<file path="config.mk">
export PLATFORM = sky130hd
export DESIGN_NAME = alu_control_sequencer
export DESIGN_NICKNAME = d
export VERILOG_FILES = /design/src/rtl/alu_control_sequencer.sv
export SDC_FILE = /design/constraint.sdc
export NUM_CORES = 1
export LEC_CHECK = 0
export ABC_AREA = 1
export ABC_CLOCK_PERIOD_IN_PS = 3300
export BUFFER_PORTS_ARGS = -buffer_cell sky130_fd_sc_hd__buf_2
export CAP_MARGIN = 25
export CORE_ASPECT_RATIO = 0.7
export CORE_MARGIN = 2
export CORE_UTILIZATION = 35
export CTS_CLUSTER_DIAMETER = 40
export DETAILED_ROUTE_END_ITERATION = 6
export HOLD_SLACK_MARGIN = 0.1
export PLACE_DENSITY = 0.74
export SYNTH_ARGS = -nofsm -noshare
export SYNTH_HDL_FRONTEND = slang
export SYNTH_SLANG_ARGS = --single-unit
</file>
<file path="constraint.sdc">
create_clock -name clock -period 3.3 [get_ports clock]
set_clock_uncertainty 0.2 [all_clocks]
set_input_delay 0.33 -clock clock [delete_from_list [all_inputs] [get_ports clock]]
set_output_delay 0.33 -clock clock [all_outputs]
set_load 0.02 [all_outputs]
</file>
<file path="src/rtl/alu_control_sequencer.sv">
// alu_control_sequencer: step-counter control unit that drives the datapath strobes for
// the fetch sequence (T0..T2), the opcode decode (T3) and register-register ALU execution (T4..T5).
// Optional build macro: ILLEGAL_OPCODE_TRAP_EN. When it is defined, an undefined opcode halts
// the sequencer and sets the sticky illegal_op port. When it is undefined, an undefined opcode
// is treated as nop.
module alu_control_sequencer #(
  parameter int unsigned OPC_W        = 5,
  parameter int unsigned MEM_WAIT_MAX = 15
) (
  input  logic        clock,
  input  logic        clear,
  input  logic        run_req,
  input  logic [31:0] ir,
  input  logic        md_ready,
  output logic        PCout,
  output logic        MARin,
  output logic        IncPC,
  output logic        Zlowin,
  output logic        Zlowout,
  output logic        PCin,
  output logic        MD_read,
  output logic        MDRin,
  output logic        MDRout,
  output logic        IRin,
  output logic        Yin,
  output logic        Gra,
  output logic        Grb,
  output logic        Grc,
  output logic        Rin,
  output logic        Rout,
  output logic [3:0]  alu_op,
  output logic        running,
  output logic        halted,
  output logic        mem_timeout
`ifdef ILLEGAL_OPCODE_TRAP_EN
  ,
  output logic        illegal_op
`endif
);

  localparam int unsigned CNT_W = $clog2(MEM_WAIT_MAX + 1);

  typedef enum logic [2:0] {
    S_IDLE, S_T0, S_T1, S_T2, S_T3, S_T4, S_T5, S_HALT
  } state_t;

  state_t             state, state_nxt;
  logic [CNT_W-1:0]   wait_cnt, wait_cnt_nxt;
  logic               timeout_set;
  logic [OPC_W-1:0]   opcode;
  logic               is_alu;
  logic               is_halt;
  logic [3:0]         alu_dec;
  logic               unused_ir;

  assign opcode    = ir[31 -: OPC_W];
  // The register fields are decoded downstream by Gra/Grb/Grc; only the opcode is used here.
  assign unused_ir = ^ir[31-OPC_W:0];

  // Opcode decode: the ALU function select and the instruction class
  always_comb begin
    is_alu  = 1'b1;
    alu_dec = 4'b0000;
    case (opcode)
      OPC_W'(5'b00011): alu_dec = 4'b0001;
      OPC_W'(5'b00100): alu_dec = 4'b0010;
      OPC_W'(5'b00101): alu_dec = 4'b0011;
      OPC_W'(5'b00110): alu_dec = 4'b0100;
      OPC_W'(5'b00111): alu_dec = 4'b0101;
      OPC_W'(5'b01000): alu_dec = 4'b0110;
      OPC_W'(5'b01001): alu_dec = 4'b0111;
      OPC_W'(5'b01010): alu_dec = 4'b1000;
      OPC_W'(5'b01011): alu_dec = 4'b1001;
      default:          is_alu  = 1'b0;
    endcase
    is_halt = (opcode == OPC_W'(5'b11011));
  end

`ifdef ILLEGAL_OPCODE_TRAP_EN
  logic is_nop;
  logic illegal_set;
  assign is_nop = (opcode == OPC_W'(5'b11010));
`endif

  // Next state, T1 wait counter and Moore strobe decode (T3 also looks at the freshly loaded IR)
  always_comb begin
    state_nxt    = state;
    wait_cnt_nxt = wait_cnt;
    timeout_set  = 1'b0;
`ifdef ILLEGAL_OPCODE_TRAP_EN
    illegal_set  = 1'b0;
`endif
    PCout   = 1'b0; MARin  = 1'b0; IncPC  = 1'b0; Zlowin = 1'b0;
    Zlowout = 1'b0; PCin   = 1'b0; MD_read = 1'b0; MDRin = 1'b0;
    MDRout  = 1'b0; IRin   = 1'b0; Yin    = 1'b0;
    Gra     = 1'b0; Grb    = 1'b0; Grc    = 1'b0;
    Rin     = 1'b0; Rout   = 1'b0;
    alu_op  = 4'b0000;
    running = 1'b0;
    halted  = 1'b0;
    case (state)
      S_IDLE: begin
        if (run_req) state_nxt = S_T0;
      end
      S_T0: begin
        running = 1'b1;
        PCout = 1'b1; MARin = 1'b1; IncPC = 1'b1; Zlowin = 1'b1;
        alu_op = 4'b0000;
        wait_cnt_nxt = '0;
        state_nxt = S_T1;
      end
      S_T1: begin
        running = 1'b1;
        MD_read = 1'b1; MDRin = 1'b1;
        // PC is reloaded only once, on the first T1 cycle, not on every wait cycle.
        if (wait_cnt == '0) begin
          PCin = 1'b1; Zlowout = 1'b1;
        end
        if (md_ready) begin
          state_nxt = S_T2;
        end else if (wait_cnt == CNT_W'(MEM_WAIT_MAX - 1)) begin
          timeout_set = 1'b1;
          state_nxt   = S_HALT;
        end else begin
          wait_cnt_nxt = wait_cnt + CNT_W'(1);
        end
      end
      S_T2: begin
        running = 1'b1;
        MDRout = 1'b1; IRin = 1'b1;
        state_nxt = S_T3;
      end
      S_T3: begin
        running = 1'b1;
        if (is_alu) begin
          Grb = 1'b1; Rout = 1'b1; Yin = 1'b1;
          state_nxt = S_T4;
        end else if (is_halt) begin
          state_nxt = S_HALT;
        end
`ifdef ILLEGAL_OPCODE_TRAP_EN
        else if (!is_nop) begin
          illegal_set = 1'b1;
          state_nxt   = S_HALT;
        end
`endif
        else begin
          state_nxt = run_req ? S_T0 : S_IDLE;
        end
      end
      S_T4: begin
        running = 1'b1;
        Grc = 1'b1; Rout = 1'b1; Zlowin = 1'b1;
        alu_op = alu_dec;
        state_nxt = S_T5;
      end
      S_T5: begin
        running = 1'b1;
        Zlowout = 1'b1; Gra = 1'b1; Rin = 1'b1;
        state_nxt = run_req ? S_T0 : S_IDLE;
      end
      S_HALT: begin
        halted = 1'b1;
      end
      default: state_nxt = S_IDLE;
    endcase
  end

  // State, wait counter and sticky timeout flag
  always_ff @(posedge clock) begin
    if (clear) begin
      state       <= S_IDLE;
      wait_cnt    <= '0;
      mem_timeout <= 1'b0;
    end else begin
      state       <= state_nxt;
      wait_cnt    <= wait_cnt_nxt;
      mem_timeout <= mem_timeout | timeout_set;
    end
  end

`ifdef ILLEGAL_OPCODE_TRAP_EN
  // Sticky illegal-opcode flag, cleared only by clear
  always_ff @(posedge clock) begin
    if (clear) illegal_op <= 1'b0;
    else       illegal_op <= illegal_op | illegal_set;
  end
`endif

endmodule
</file>
==> impl_metrics.py <==
metrics = {
    "grt": {
        "antenna_found_initial": 0,
        "grt_max_degree": 8,
        "grt_overflow": 0,
        "grt_pass1_wl_um": 2880,
        "grtUsageTotal_pct": 15.2,
        "grt_pass1_vias": 658,
    },
    "synthesis": {
        "syn_avg_cell_area_sq_um": 6.09,
        "synthFlopType": "dfxtp_1",
        "synthesis.nets": 154,
        "ys_seq_elements": 8,
        "syn_inst": 115,
        "synth.distinct_cells": 23,
        "syn-cell-area_sq_um": 701,
        "ys_seq_area_share_pct": 22.9,
        "synth_edf_count": 0,
        "yosys.area.top_type": "dfxtp_1",
        "synth_area_leaders": "dfxtp_1, nand2_1, inv_1",
        "async_reset_ff_share_pct": 0,
        "synth_top_area_share_pct": 22.9,
        "ys_warn_count": 0,
    },
    "sta": {
        "clock.fmax_mhz": 485,
        "slew_violations": 0,
        "finalHoldViolations": 0,
        "setup_violations": 0,
        "maxSlewHeadroom_pct": 77.6,
        "finalCritPeriodShare_pct": 62.4,
        "rsz0062_at_grt": "false",
        "layout_setup_ws_ns": 1.24,
        "setup-tns-final_ns": 0,
        "worst_pin_slew_ns": 0.333,
        "min_period_ns": 2.06,
    },
    "clock_tree": {
        "cts.sinks": 8,
        "cts_buffers": 3,
        "cts_setup_buffers": 0,
        "cts-root-buf": "clkbuf_4",
        "cts.htree.levels": 1,
        "clockBufferDepth": 2,
        "holdBufCountCts": 0,
        "insertion_delay_ns": 0.26,
        "cts_tree": "done",
        "cts_resized": 0,
        "clk_pin_slew_ns": 0.06,
    },
    "place": {
        "gp_congestion": 0.870,
        "place_ws_ns": 1.59,
        "portBuffers": 31,
        "dp_hpwl_um": 1440,
    },
    "pwr": {
        "p_per_area_nw_per_um2": 421,
        "power.total_w": 0.000363,
        "p_leak_nw": 0.525,
        "ir_worst_vdd_mv": 0.288,
    },
    "critical_path": {
        "rr_startpoint": "wait_cnt[0]$_SDFFE_PP0P_",
        "timing.rr.end": "wait_cnt[3]$_SDFFE_PP0P_",
        "start_kind": "register",
        "r2r_cells": 8,
        "required_ns": 2.77,
        "crit_fanout": 7,
        "path_class": "register to output pin",
        "end_kind": "output pin",
        "cp.arrival_ns": 1.53,
        "r2r_setup_slack_ns": 1.73,
    },
    "final_layout": {
        "fin_util_pct": 46.0,
        "syn_to_final_growth_pct": 22.9,
        "drive_gt1_share_pct": 30.8,
        "antenna-diode-count": 0,
        "final_nets": 184,
    },
    "outcome": {
        "status": "complete, no violations",
    },
    "floorplan": {
        "ios": 59,
        "die_area_sq_um": 2380,
        "dieWidth_um": 57.5,
        "initial_core_util_pct": 37.5,
        "core_sq_um": 1870,
        "die_height_um": 41.4,
        "core.rowCount": 13,
    },
    "routing": {
        "drt_iter0_drc": 25,
        "wl_um": 1770,
        "vias": 829,
        "routed_via_density": 5.02,
        "wl_per_cell_um": 10.7,
        "drc": 0,
        "first_pass_iters": 4,
        "antenna_left": 0,
    },
    "hold_path": {
        "whs_path_depth": 2,
        "hold_path_end": "state[2]$_SDFFE_PP0P_",
        "hold_path_class": "input port to register",
        "min_from": "clear",
    },
    "flow_run": {
        "maxCapViolations": 0,
    },
}
-- cells by family after synthesis --
logic type               count (synthesis)  share of synthesized area, %
adder cells (fa/ha/maj)                  3                          5.36
XOR/XNOR                                 1                          1.25
buffers and inverters                   25                          16.6
AND/OR/NAND/NOR                         68                          46.6
flip-flops                               8                          22.9
AO/OA/AOI/OAI                           10                          7.32
-- worst max-delay path, stage by stage (launching register included) --
cell	delay [ns]
dfxtp_1	0.36
inv_2	0.09
nor2_2	0.11
nand2_1	0.17
nor4_1	0.30
buf_2	0.24
-- layer usage --
| metal | vias to the layer above | share of wire [%] | global-route usage (%) |
|---|---|---|---|
| met4 | 0 | 0.68 | 4.65 |
| met2 | 44 | 43 | 22.5 |
| met3 | 2 | 9.4 | 4.05 |
| met1 | 366 | 47 | 21.5 |
| met5 | - | 0 | 0 |
| li1 | 417 | - | - |
-- where the power goes --
part	internal, W	leakage [nW]	total (W)	switching (W)
combinational	0.0000521	0.446	0.000172	0.000120
clock	0.0000419	0.0138	0.0000789	0.0000370
sequential	0.000103	0.0648	0.000112	0.00000853
-- cells in the mapped netlist, drive strengths merged (3+ instances only) --
master   n
nand2   30
inv     19
nor2    18
nand3   11
dfxtp    8
a21oi    6
buf      6
nor3     4
ha       3
nand4    3
o21ai    3
-- state kept, by name, summed over array words and instances, names as in the netlist --
name         cells
mem_timeout      1
state            3
wait_cnt         4
-- stage by stage --
stage / hold slack (ns) / std cells / area, sq um
global placement: 0.252 / 162 / 838
finish: 0.110 / 165 / 861
floorplan: 0.199 / 115 / 701
detailed placement: 0.260 / 162 / 838
global route: 0.118 / 165 / 861
CTS: 0.110 / 165 / 861
-- worst max-delay path by stage --
stage	startpoint	to	slack, ns	cells after the start
final	state[0]$_SDFFE_PP0P_	alu_op[3]	1.24	5
after floorplan	state[0]$_SDFFE_PP0P_	alu_op[3]	1.28	4
after global placement	state[0]$_SDFFE_PP0P_	alu_op[0]	1.66	6
after global routing	state[0]$_SDFFE_PP0P_	alu_op[3]	1.13	5
after CTS	state[0]$_SDFFE_PP0P_	alu_op[3]	1.31	5
after detailed placement	state[0]$_SDFFE_PP0P_	alu_op[3]	1.59	5
-- cells in the final DEF, fill, tap and decap left out, drive strengths merged --
cell / n
nand4: 3
xor2: 1
inv: 19
nor2: 18
dfxtp: 8
nand3: 11
nor3: 4
o21ai: 3
buf: 31
clkbuf: 3
nand2: 30
a31oi: 1
a21oi: 6
ha: 3
nor4: 1
and3: 1
-- final cells by class --
type                    instances  area (sq um)
repair buffers                 31           155
multi-input cells              82           424
fillers                       200          1010
inverters                      19          71.3
well taps                      22          27.5
flip-flops and latches          8           160
clock buffers                   3          22.5
(Power assumes the default switching activity.)
